### src/rtl/fetch_stage_pkg.sv
// Shared definitions for the instruction fetch stage: data width, reset
// address and the fetch FSM state type.
package fetch_stage_pkg;
  localparam int XLEN = 32;
  localparam logic [XLEN-1:0] RESET_PC_DEFAULT = 32'hBFC0_0000;

  typedef enum logic {
    FETCH = 1'b0,
    DROP  = 1'b1
  } fetch_state_e;
endpackage

### src/rtl/fetch_skid_buf.sv
// Decode-stage output register plus a one-entry skid that absorbs the
// response which arrives while downstream is stalled.
module fetch_skid_buf
  import fetch_stage_pkg::*;
(
  input  logic            clk,
  input  logic            rst_n,
  input  logic            flush,
  input  logic            stall,
  input  logic            in_valid,
  input  logic [XLEN-1:0] in_instr,
  input  logic [XLEN-1:0] in_pc,
  output logic [XLEN-1:0] Instr,
  output logic [XLEN-1:0] PC_D,
  output logic [XLEN-1:0] PCPlus4_D,
  output logic            valid_D,
  output logic            skid_full
);

  logic [XLEN-1:0] skid_instr;
  logic [XLEN-1:0] skid_pc;

  // Output register and skid entry update; flush drops everything in flight
  always_ff @(posedge clk) begin
    if (!rst_n) begin
      valid_D    <= 1'b0;
      Instr      <= 32'h0000_0000;
      PC_D       <= 32'h0000_0000;
      PCPlus4_D  <= 32'h0000_0000;
      skid_full  <= 1'b0;
      skid_instr <= 32'h0000_0000;
      skid_pc    <= 32'h0000_0000;
    end else if (flush) begin
      valid_D   <= 1'b0;
      skid_full <= 1'b0;
    end else if (!valid_D || !stall) begin
      if (skid_full) begin
        Instr     <= skid_instr;
        PC_D      <= skid_pc;
        PCPlus4_D <= skid_pc + 32'd4;
        valid_D   <= 1'b1;
        skid_full <= 1'b0;
      end else if (in_valid) begin
        Instr     <= in_instr;
        PC_D      <= in_pc;
        PCPlus4_D <= in_pc + 32'd4;
        valid_D   <= 1'b1;
      end else begin
        valid_D <= 1'b0;
      end
    end else if (in_valid) begin
      // Requests stop while the skid is full, so it can never overflow here
      skid_instr <= in_instr;
      skid_pc    <= in_pc;
      skid_full  <= 1'b1;
    end
  end

endmodule

### src/rtl/fetch_stage.sv
// Instruction fetch: PC register, request handshake and redirect handling,
// with a DROP state that discards the response of an abandoned request.
module fetch_stage
  import fetch_stage_pkg::*;
#(
  parameter logic [XLEN-1:0] RESET_PC = RESET_PC_DEFAULT
) (
  input  logic            clk,
  input  logic            rst_n,
  output logic            imem_req,
  output logic [XLEN-1:0] imem_addr,
  input  logic            imem_ready,
  input  logic [XLEN-1:0] imem_rdata,
  input  logic            stall,
  input  logic            redirect,
  input  logic [XLEN-1:0] redirect_pc,
  output logic [XLEN-1:0] Instr,
  output logic [XLEN-1:0] PC_D,
  output logic [XLEN-1:0] PCPlus4_D,
  output logic            valid_D
);

  fetch_state_e    state, state_next;
  logic [XLEN-1:0] pc, pc_next;
  logic [XLEN-1:0] saved, saved_next;
  logic            skid_full;
  logic            complete;
  logic            accept;
  logic [XLEN-1:0] target;

  assign imem_req  = rst_n & ~skid_full;
  assign imem_addr = pc;
  assign complete  = imem_req & imem_ready;
  assign target    = redirect_pc & ~32'h0000_0003;
  assign accept    = (state == FETCH) & complete & ~redirect;

  // Next PC, saved redirect target and FSM state
  always_comb begin
    state_next = state;
    pc_next    = pc;
    saved_next = saved;
    case (state)
      FETCH: begin
        if (redirect) begin
          if (imem_req && !imem_ready) begin
            saved_next = target;
            state_next = DROP;
          end else begin
            pc_next = target;
          end
        end else if (complete) begin
          pc_next = pc + 32'd4;
        end else begin
          pc_next = pc;
        end
      end
      DROP: begin
        if (complete) begin
          pc_next    = redirect ? target : saved;
          state_next = FETCH;
        end else if (redirect) begin
          saved_next = target;
        end else begin
          saved_next = saved;
        end
      end
      default: begin
        state_next = FETCH;
      end
    endcase
  end

  // PC, target and FSM state registers
  always_ff @(posedge clk) begin
    if (!rst_n) begin
      state <= FETCH;
      pc    <= RESET_PC;
      saved <= RESET_PC;
    end else begin
      state <= state_next;
      pc    <= pc_next;
      saved <= saved_next;
    end
  end

  fetch_skid_buf u_skid (
    .clk       (clk),
    .rst_n     (rst_n),
    .flush     (redirect),
    .stall     (stall),
    .in_valid  (accept),
    .in_instr  (imem_rdata),
    .in_pc     (pc),
    .Instr     (Instr),
    .PC_D      (PC_D),
    .PCPlus4_D (PCPlus4_D),
    .valid_D   (valid_D),
    .skid_full (skid_full)
  );

endmodule

### config.mk
export PLATFORM = sky130hd
export DESIGN_NAME = fetch_stage
export DESIGN_NICKNAME = d
export VERILOG_FILES = /design/src/rtl/fetch_stage_pkg.sv /design/src/rtl/fetch_skid_buf.sv /design/src/rtl/fetch_stage.sv
export SDC_FILE = /design/constraint.sdc
export NUM_CORES = 1
export LEC_CHECK = 0
export CAP_MARGIN = 0
export CORE_MARGIN = 3
export CORE_UTILIZATION = 50
export DETAILED_ROUTE_END_ITERATION = 12
export PLACE_DENSITY = 0.77
export SYNTH_ARGS = -nofsm -noshare
export SYNTH_HDL_FRONTEND = slang
export SYNTH_HIERARCHICAL = 1
export SYNTH_SLANG_ARGS = --single-unit
### constraint.sdc
create_clock -name clk -period 5.71 [get_ports clk]
set_input_delay 0.571 -clock clk [delete_from_list [all_inputs] [get_ports clk]]
set_output_delay 0.571 -clock clk [all_outputs]
set_load 0.02 [all_outputs]
==> results by group <==
Power and ir drop
  – Int Pwr: 2.739 mW
  – Clock share of power: a little over two fifths
  – Seq pwr share: between 40% and 50%
  – Psw: about 930 uW
  – Sw Ratio: 25.25%
  – Comb pwr share: ~12%
  – VDD IR max: 0.0002030 V
  – Pwr dens: 266.2 nW/um2
  – Static leakage: 4.606 nW

Global route
  – Gr usage total: 24.65%
  – Gr ovfl total: 0
  – Vias in the first global route: 9285
  – First-pass GRT wire length: between 40000 and 50000 um
  – Largest net degree at the start of global routing: 81
  – Initial antenna violation count: 0

Floorplan
  – Die Area: 23800 um2
  – Initial Utilization: about half
  – Die Span Y: 154.3 um
  – Row count: 53
  – Core Area: 21290 um2
  – Die W: 154.3 um
  – Ports: between 150 and 200

Yosys
  – Synth Warn #: 6
  – Number of flops mapped to enable cells by yosys: 0
  – Syn Area/Cell: around 8 um2
  – Distinct cells, synth: 80
  – Synthesis-stage register bit count: approximately 230
  – Seq/Total Area, Yosys: 40.98%
  – FFs w/ async S/R, synth: 0%
  – Synthesized area: 10990 um2
  – Post-Syn Nets: 1431
  – Most used DFF post-synth: dfxtp_1
  – Post-synth top area share: 40.98%
  – Mapped Cells: 1360
  – Area contributors post-synth: dfxtp_1 41%, nand2_1 9.6%, mux2i_1 5.9%, a21oi_1 5.5%, a211oi_1 4.5%
  – Post-synth top area cell: dfxtp_1

Critical path
  – Reg2reg setup slack: 2.17 ns
  – R2R cell count: 6
  – Worst path max stage delay: slightly above 0.8 ns
  – R2r endpoint: saved[3]
  – Buffers & Inverters on Critical Path: 3
  – Critical path peak fanout: 64
  – Worst path slowest cell: dfxtp_4
  – Worst setup EP type: output pin
  – Critical path's top delay family: buffers and inverters
  – Crit path DAT: 3.05 ns
  – Worst path depth: 4
  – Worst setup SP type: flop
  – R2r startpoint: u_skid/skid_full
  – Critical Path RT: 5.14 ns
  – Cell Chain, Critical Path: buf_4 -> nand2b_1 -> inv_1 -> clkdlybuf4s50_1
  – Crit Path Class: reg -> out

Timing
  – Setup Skew: 0.008334 ns
  – Final setup viols: 0
  – Final hold violation count: 0
  – Hold WS: 0.4519 ns
  – Minimum clock period: 3.625 ns
  – Final setup margin: 2.085 ns
  – Slew headroom: 26.68%
  – Period utilization: 63.48%
  – Final setup TNS: 0 ns
  – Unrepaired setup endpoints after global routing: no
  – Max Clk Rate: 275.9 MHz
  – Worst-Margin Slew: 1.100 ns
  – Slew Limit Fails: 0

Drt
  – Routed len/inst: 17.55 um
  – Pre-Repair DR Iteration Count: 6
  – Total wire length: 31340 um
  – Drt via density: 5.860
  – Post-route ant nets: 0
  – 1st-iter DRT viols: approximately 1000
  – Total number of vias: 10470
  – Post-route DRC: 0

Clock tree
  – Root Buffer: clkbuf_16
  – Hold-fix buffers at CTS: 0
  – Skew-Pair Late Insertion Delay: 0.51 ns
  – CTS Buf Count: 24
  – CTS tree: yes
  – H-tree Lvls: 1
  – Clock buffer depth: 3
  – Postcts setup bufs: 0
  – Number of clock sinks: 225
  – Post-CTS sizing: 0
  – CTS clk-pin slew, worst paths: 0.06 ns

Layout
  – Fraction of layout cells with a size suffix above 1: ~6.3%
  – Syn-to-layout area delta: 25.24%
  – Finished Layout Cells: ~1800
  – Multi-input gate area: 5958 um2
  – Antenna diodes: 0
  – Commonest non-fill, non-tap cell in the layout: nand2_1
  – Core Util, Final: 64.67%
  – # fillers: roughly 1800
  – Commonest cells after routing, fill and taps aside: 281 x nand2_1, 224 x dfxtp_1, 194 x clkdlybuf4s50_1
  – Register Area: 4508 um2
  – Layout Nets: 1565

Worst hold path
  – Hold Crit Class: reg -> reg
  – Hold_sp: u_skid/skid_instr[2]
  – Hold Path Cell Cnt: 2
  – Hold Crit Endpoint: u_skid/skid_instr[2]

Placed design
  – Gpl congestion: about 0.84
  – Post-DP HPWL: ~21000 um
  – Post-Place Setup Slack: between 2 and 2.5 ns
  – Port Buffer Count: ~200
  – Placed cells: roughly 1700

Outcome
  – Outcome: complete, no violations

Job
  – MaxCap Viol Count: 0
[cells in the mapped netlist (all sizes together) (5+ instances only)]
cell type  instances
mux2i             65
a21boi            23
buf               47
dfxtp            225
a32oi              5
a221oi             5
nand2            281
xnor2              5
a21oi            122
nand4b            10
a31oi             11
nand2b             5
nand3b             8
nand3             66
and2               6
nor2             107
mux2              10
nor3              14
o211ai            19
nor2b              8
and4               6
and3              11
o21ai             39
nor4              10
clkbuf            63
nand4             34
a211oi            66
or2                5
a22oi              7
or3                7
inv               10
[how the worst max path moves through the flow]
stage | from | endpoint
2_1_floorplan | u_skid/skid_full | u_skid/PCPlus4_D[30]
3_3_place_gp | u_skid/skid_full | saved[18]
3_5_place_dp | u_skid/skid_full | saved[7]
4_1_cts | u_skid/skid_full | imem_req
5_1_grt | u_skid/skid_full | saved[6]
6_report | u_skid/skid_full | imem_req
[metrics by stage]
step | area [um2] | power, mW
after detailed placement | 12970 | 2.126
after global routing | 13770 | 3.803
after CTS | 13770 | 3.688
after global placement | 12970 | 2.119
final | 13770 | 3.664
after floorplan | 10990 | 1.932
[registers in the layout, summed over array words and instances (netlist names)]
register	cells
u_skid/PC_D	32
u_skid/valid_D	1
u_skid/PCPlus4_D	30
state	1
imem_addr	32
u_skid/Instr	32
u_skid/skid_full	1
u_skid/skid_pc	32
u_skid/skid_instr	32
saved	32
[power groups by stage]
stage	sequential [mW]	combinational (mW)	clock, mW
after CTS	1.67	0.419	1.59
after global placement	1.71	0.412	0
after floorplan	1.73	0.200	0
after detailed placement	1.71	0.417	0
final	1.68	0.421	1.57
after global routing	1.68	0.457	1.66
[layer usage]
layer	part of all wire (%)	GRT usage [%]	wire length, um
met1	46	36.54	14440
met2	44	37.67	13880
met3	7.7	4.029	2417
met4	1.9	5.803	601
met5	0	0	0
[tightest hold or removal path: cells and delay by family, from the launching register on]
kind	cells	cell delay [ns]
flops	1	0.31
simple gates	1	0.05
compound gates	1	0.05
[cell families after synthesis]
kind of cell / after synthesis / synth area share [%]
AO/OA/AOI/OAI: 338 / 20.47
AND/OR/NAND/NOR: 591 / 25.77
adder cells (fa/ha/maj): 2 / 0.2276
buffers and inverters: 121 / 4.974
flip-flops: 225 / 40.98
XOR/XNOR: 8 / 0.6375
multiplexers: 75 / 6.944
[layout make-up]
| class | instances | area share (%) |
|---|---|---|
| clock buffer | 36 | 5.135 |
| tap | 275 | 2.500 |
| clock inverter | 7 | 0.6181 |
| sequential | 225 | 32.75 |
| multi-input combinational | 1014 | 43.28 |
| inverter | 11 | 0.3181 |
| timing repair buffer | 218 | 15.40 |
Power figures use the tool's default switching activity.
